**src/rtl/logic_reg_arbiter.sv**
```systemverilog
//==============================================================================
// Module      : logic_reg_arbiter
// Description : Round-robin arbiter that writes the winning requester's data
//               into a shared register, then holds it before re-arbitrating.
// Revision    : 1.0 - initial release
//==============================================================================
`timescale 1ns/1ps
`default_nettype none

module logic_reg_arbiter #(
    parameter int NUM_REQ     = 4,
    parameter int DATA_W      = 4,
    parameter int HOLD_CYCLES = 2
) (
    input  logic                      clk,
    input  logic                      rst,
    input  logic [NUM_REQ-1:0]        req,
    input  logic [NUM_REQ*DATA_W-1:0] wdata,
    output logic [NUM_REQ-1:0]        gnt,
    output logic [DATA_W-1:0]         my_data,
    output logic                      en,
    output logic                      busy,
    output logic                      done
);

    localparam int PTR_W = $clog2(NUM_REQ);
    localparam int CNT_W = $clog2(HOLD_CYCLES + 1);

    localparam logic [PTR_W-1:0] c_last_rst = PTR_W'(NUM_REQ - 1);
    localparam logic [CNT_W-1:0] c_cnt_load = CNT_W'(HOLD_CYCLES - 1);

    typedef enum logic [1:0] {
        S_IDLE  = 2'd0,
        S_GRANT = 2'd1,
        S_HOLD  = 2'd2
    } state_t;

    state_t              r_state;
    logic [NUM_REQ-1:0]  r_gnt;
    logic [PTR_W-1:0]    r_last;
    logic [CNT_W-1:0]    r_cnt;
    logic [DATA_W-1:0]   r_data;

    state_t              w_state_nxt;
    logic [NUM_REQ-1:0]  w_gnt_nxt;
    logic [PTR_W-1:0]    w_last_nxt;
    logic [CNT_W-1:0]    w_cnt_nxt;
    logic [DATA_W-1:0]   w_data_nxt;

    logic [PTR_W-1:0]    w_scan;
    logic [PTR_W-1:0]    w_win;
    logic                w_found;
    logic [NUM_REQ-1:0]  w_onehot;
    logic [DATA_W-1:0]   w_sel;

    // Scan starts just after the previous winner and wraps NUM_REQ-1 -> 0.
    always_comb begin
        w_scan  = r_last;
        w_win   = r_last;
        w_found = 1'b0;
        for (int k = 0; k < NUM_REQ; k++) begin
            w_scan = (w_scan == c_last_rst) ? '0 : w_scan + PTR_W'(1);
            if (!w_found && req[w_scan]) begin
                w_found = 1'b1;
                w_win   = w_scan;
            end
        end
        w_onehot = {{(NUM_REQ-1){1'b0}}, 1'b1} << w_win;
    end

    // In GRANT, r_last still names the winner, so it selects the data slice.
    always_comb begin
        w_sel = '0;
        for (int i = 0; i < NUM_REQ; i++) begin
            if (r_last == PTR_W'(i)) begin
                w_sel = wdata[i*DATA_W +: DATA_W];
            end
        end
    end

    always_comb begin
        w_state_nxt = r_state;
        w_gnt_nxt   = r_gnt;
        w_last_nxt  = r_last;
        w_cnt_nxt   = r_cnt;
        w_data_nxt  = r_data;
        case (r_state)
            S_IDLE: begin
                w_gnt_nxt = '0;
                if (w_found) begin
                    w_gnt_nxt   = w_onehot;
                    w_last_nxt  = w_win;
                    w_state_nxt = S_GRANT;
                end
            end
            S_GRANT: begin
                w_data_nxt  = w_sel;
                w_gnt_nxt   = '0;
                w_cnt_nxt   = c_cnt_load;
                w_state_nxt = S_HOLD;
            end
            S_HOLD: begin
                if (r_cnt == '0) begin
                    w_state_nxt = S_IDLE;
                end else begin
                    w_cnt_nxt = r_cnt - CNT_W'(1);
                end
            end
            default: begin
                w_state_nxt = S_IDLE;
                w_gnt_nxt   = '0;
            end
        endcase
    end

    always_ff @(posedge clk) begin
        if (rst) begin
            r_state <= S_IDLE;
            r_gnt   <= '0;
            r_last  <= c_last_rst;
            r_cnt   <= '0;
            r_data  <= '0;
        end else begin
            r_state <= w_state_nxt;
            r_gnt   <= w_gnt_nxt;
            r_last  <= w_last_nxt;
            r_cnt   <= w_cnt_nxt;
            r_data  <= w_data_nxt;
        end
    end

    assign gnt     = r_gnt;
    assign my_data = r_data;
    assign en      = r_data[0];
    assign busy    = (r_state != S_IDLE);
    assign done    = (r_state == S_HOLD) && (r_cnt == '0);

endmodule

`default_nettype wire
```
**config.mk**
```make
export PLATFORM = sky130hd
export DESIGN_NAME = logic_reg_arbiter
export DESIGN_NICKNAME = d
export VERILOG_FILES = /design/src/rtl/logic_reg_arbiter.sv
export SDC_FILE = /design/constraint.sdc
export NUM_CORES = 1
export LEC_CHECK = 0
export CORE_MARGIN = 2
export CORE_UTILIZATION = 42
export DETAILED_ROUTE_END_ITERATION = 10
export GPL_TIMING_DRIVEN = 0
export HOLD_SLACK_MARGIN = 0.15
export PLACE_DENSITY = 0.71
export SLEW_MARGIN = 0
export SYNTH_ARGS = -nofsm -noshare
export SYNTH_HDL_FRONTEND = slang
export SYNTH_SLANG_ARGS = --single-unit
```
**constraint.sdc**
```tcl
create_clock -name clk -period 6.4 [get_ports clk]
set_input_delay 0.96 -clock clk [delete_from_list [all_inputs] [get_ports clk]]
set_output_delay 0.96 -clock clk [all_outputs]
set_load 0.03 [all_outputs]
```
* Word-level counts from Yosys, hierarchy flattened *
Index checks and enable logic that the tools add are counted.

operators by class
  $add $sub $neg = 5
  $lt $le $gt $ge = 4
  eq/ne operators = 11
  shifts and indexed selects = 1
  muxes and demuxes = 31
  reductions and logical operators = 15

operators with widths
  cell                                                                          count
  2-bit 2-to-1 mux                                                              11
  4-bit 2-to-1 mux                                                              5
  2-bit == test, second input constant                                          6
  2-bit by 3-bit less-than comparator with 1-bit output, second input constant  4
  2-bit by 1-bit adder with 2-bit output, second input constant                 4
  1-bit binary-select mux with 2-bit select                                     4
  1-bit 2-to-1 mux                                                              8
  4-bit case mux with 2 select lines                                            1
  2-bit zero test                                                               3
  2-bit != test, second input constant                                          3
  2-bit case mux with 3 select lines                                            1
  2-bit AND reduction                                                           3
  2-bit by 1-bit == test with 1-bit output, second input constant               2
  1-bit logical AND                                                             4
  2-bit case mux with 2 select lines                                            1
  2-bit nonzero test                                                            2
  1-bit by 2-bit << shifter with 4-bit output, first input constant             1
  1-bit zero test                                                               3
  2-bit by 1-bit subtractor with 2-bit output, second input constant            1

storage, ports and cells
  bits in registers = 14
  bits of input ports = 22
  output and inout port bits = 11
  word-level logic and storage cells = 72

* Depth between registers and ports, before layout *
  depth after elaboration = 17
  depth in mapped cells = 10
  gate-level depth less buffers = 8

* Least setup slack after synthesis *
Ideal clock, no wire load.

  path kind = in2reg
  start = in req[2]
  end = reg r_gnt[1], in the netlist gnt[1]
  setup time = 117 ps
  data arrival time = 2303 ps
  data required time = 6283 ps
  path slack = 3980 ps
  stages = 6
  path buffers = 1
  path through = clkbuf_1 > mux4_2 > nand2_1 > and3_1 > a211o_1 > a32o_1

on the way
  word-level cells in the longest chain between the ends = 15
  elaborated cells on any way between the ends = 25
  classes of those cells = shift (1); mux (18); reduce/logical (6)

RTL lines
  what                                         RTL line  text
  start: declaration                           17        input logic [NUM_REQ-1:0] req,
  1-bit binary-select mux with 2-bit select    63        if (!w_found && req[w_scan]) begin
  1-bit 2-to-1 mux (implied by the code)       63
  1-bit 2-to-1 mux                             63
  1-bit zero test                              63
  1-bit logical AND                            63
  1-bit 2-to-1 mux                             63
  1-bit zero test                              63
  1-bit logical AND                            63
  1-bit 2-to-1 mux                             63
  1-bit zero test                              63
  1-bit logical AND                            63
  2-bit 2-to-1 mux                             63
  1-bit by 2-bit << shifter with 4-bit output  68        w_onehot = {{(NUM_REQ-1){1'b0}}, 1'b1} << w_win;
  4-bit 2-to-1 mux *                           90        if (w_found) begin
  4-bit case mux with 2 select lines *         87        case (r_state)
  end signal: assignment                       125       r_gnt <= w_gnt_nxt;
  end: declaration                             39        logic [NUM_REQ-1:0] r_gnt;

Every way passes the cells marked *; elsewhere a longest branch is shown, timed or not. The select of a mux whose other input is x is not followed.
A chain may end at the register's enable or synchronous reset.

* Worst setup path after layout *
  start = reg r_last[0]
  end = reg r_gnt[0], in the netlist gnt[0]

on the way
  word-level cells in the longest chain between the ends = 17
  elaborated cells on any way between the ends = 37
  classes of those cells = add/sub (4); eq/ne (4); shift (1); mux (22); reduce/logical (6)

RTL lines
  what                                                                                             RTL line  text
  start: declaration                                                                               40        logic [PTR_W-1:0] r_last;
  start signal: assignment                                                                         120       r_last <= c_last_rst;
  start signal: assignment                                                                         126       r_last <= w_last_nxt;
  parallel branches: the longest is 15 deep, another holds 2-bit by 1-bit adder with 2-bit output  -
  4-bit 2-to-1 mux *                                                                               90
  4-bit case mux with 2 select lines *                                                             87

Mark *: on every way between the ends. The select of a mux whose other input is x is not followed.

==> qor.txt <==
Outcome: complete, no violations
DRT Wirelength: 3.11 mm
Final setup fails: 0
Clock buffer depth: 2
Cells after synthesis: 153
Clock-pin slew on the worst setup and hold paths: 0.09 ns
Pleak: 0.625 nW
CP endpoint kind: flop
Critical Path AT: 2.96 ns
Final Instance Count excl. Fillers: 218
Hold Path Class: flop to flop
Share of layout cells above drive strength 1: 0.139
Most common cell after layout, fill and taps aside: clkdlybuf4s50_1
Power Dens Cells: 435 nW/um^2
Post-synth ARST share: 0
Die area: 3380 um^2
CP max FO: 10
Max_slew headroom: 0.666
Routed vias: 1300
Syn avg cell area: 8.04 um^2
Area Overhead vs Synth: 30.5%
GPL Wtd Cong: 0.803
Initial core utilization: 0.446
Routed Antenna Nets: 0
Max Freq: 0.359 GHz
Post-synth EDFFs: 0
CTS tree: yes
Hold Violations, Final: 0
Row count: 19
RSZ-0062 raised after global routing: no
Commonest non-fill, non-tap cells in the layout: clkdlybuf4s50_1, nand2_1, nor2_1, dfxtp_1, a21oi_1
Placed insts: 214
Die X: 58.1 um
First-pass GRT wire length: 5.17 mm
Clk_skew: 0.00386 ns
Largest net degree at the start of global routing: 11
Seq/Total Area, Yosys: 0.228
Main synth FF type: dfxtp_1
Crit path kind: flop to flop
Root Buffer: clkbuf_4
Nets@finish: 215
Clk sink count: 14
MaxCap Viol Count: 0
Least-Margin Pin Slew: 0.499 ns
# Post-CTS Setup Buffers: 0
GRT overflow: 0
Total GRT Usage: 0.193
WL/cell: 14.3 um
Vias per std cell: 5.96
Worst EP required: 6.58 ns
Final Cycle Share: 0.435
Library cells used by synthesis: 48
Post-Syn Nets: 180
Initial antenna violation count: 0
Post_cts resized: 0
Initial DRC Count: 48
Clock latency on the worst-skew pair: 0.28 ns
H-tree levels: 1
TritonRoute pass-1 iters: 5
Min Tclk post-route: 2.78 ns
CORE AREA: 2760 um^2
Pins Over Slew Limit: 0
Die height: 58.1 um
WHS: 0.480 ns
DRC violations left: 0
Dpl hpwl: 2.35 mm
Synthesis Warnings: 0
Num ports: 33
Port Buffers: 30
Num CTS Buffers: 3
Flops & latches, synth: 14
Peak supply drop: 0.278 mV
TNS Setup: 0 ns
ANT cells: 0
Startpoint types: flop
Mapped cell area: 1230 um^2
Vias in the first global route: 1243
# hold bufs at CTS: 0
[path summary, 6_finish.rpt]
kind	start	depth (start not counted)	slack, ns	to
worst max-delay path	r_last[0]	10	3.62	gnt[0]
worst min-delay path	gnt[1]	1	0.48	gnt[1]
worst max register to register	r_last[0]	10	3.62	gnt[0]
worst min register to register	gnt[1]	1	0.48	gnt[1]
[logic make-up after synthesis]
family / after synthesis / synth area share
simple gates: 61 / 0.257
xor+xnor: 1 / 0.0132
flops: 14 / 0.228
compound gates: 45 / 0.298
mux: 8 / 0.0793
buf+inv: 19 / 0.0732
fa+ha+maj: 5 / 0.0509
[cell usage after synthesis, types with 4 or more instances]
master / number / area, um^2
o21ai_0: 6 / 30.0
nand3b_1: 4 / 30.0
nor2b_1: 5 / 31.3
dfxtp_1: 14 / 280
a21oi_1: 10 / 50.1
nor2_1: 14 / 52.6
mux2i_1: 5 / 50.1
inv_1: 6 / 22.5
nand2_1: 20 / 75.1
ha_1: 5 / 62.6
o211ai_1: 7 / 52.6
clkbuf_1: 6 / 22.5
[layer usage]
metal,track usage,wire length [um],vias up,share of wire
li1,-,-,622,-
met3,0.0313,198,9,0.064
met4,0.0565,42,0,0.014
met5,0,0,-,0
met1,0.230,1300,618,0.42
met2,0.352,1570,51,0.50
[metrics by stage]
stage	power [mW]	area (um^2)	setup slack [ns]	util
5_1_grt	0.749	1610	3.41	0.582
4_1_cts	0.695	1610	3.66	0.582
3_5_place_dp	0.627	1570	3.46	0.569
6_report	0.698	1610	3.62	0.582
2_1_floorplan	0.506	1230	3.98	-
3_3_place_gp	0.617	1570	3.49	0.569
[worst max-delay path, cell delays in order, from the launching register on]
cell and delay [ns]:
dfxtp_1 0.51, buf_6 0.19, inv_1 0.09, ha_1 0.34, buf_4 0.22, mux2i_2 0.35, nor3b_2 0.26, o211ai_1 0.14
nand2b_1 0.25, nor2_2 0.10, a32o_1 0.23
[cell type report]
cell class | count | area (um^2)
multi-input combinational | 120 | 860
tap | 31 | 38.8
sequential | 14 | 280
fill | 278 | 1150
clock buffer | 4 | 36.3
inverter | 6 | 22.5
timing repair buffer | 30 | 300
buffer | 13 | 67.6
[registers in the layout, indices dropped and copies added, names as in the netlist]
signal and cells:
gnt 4, r_last 2, r_cnt 2, my_data 4, r_state 2
[power by group]
group          switching, mW  internal [mW]
clock network         0.0298         0.0346
registers             0.0263          0.117
logic                  0.275          0.215
total                  0.331          0.366
No activity file was read; power rests on OpenSTA's default activity.
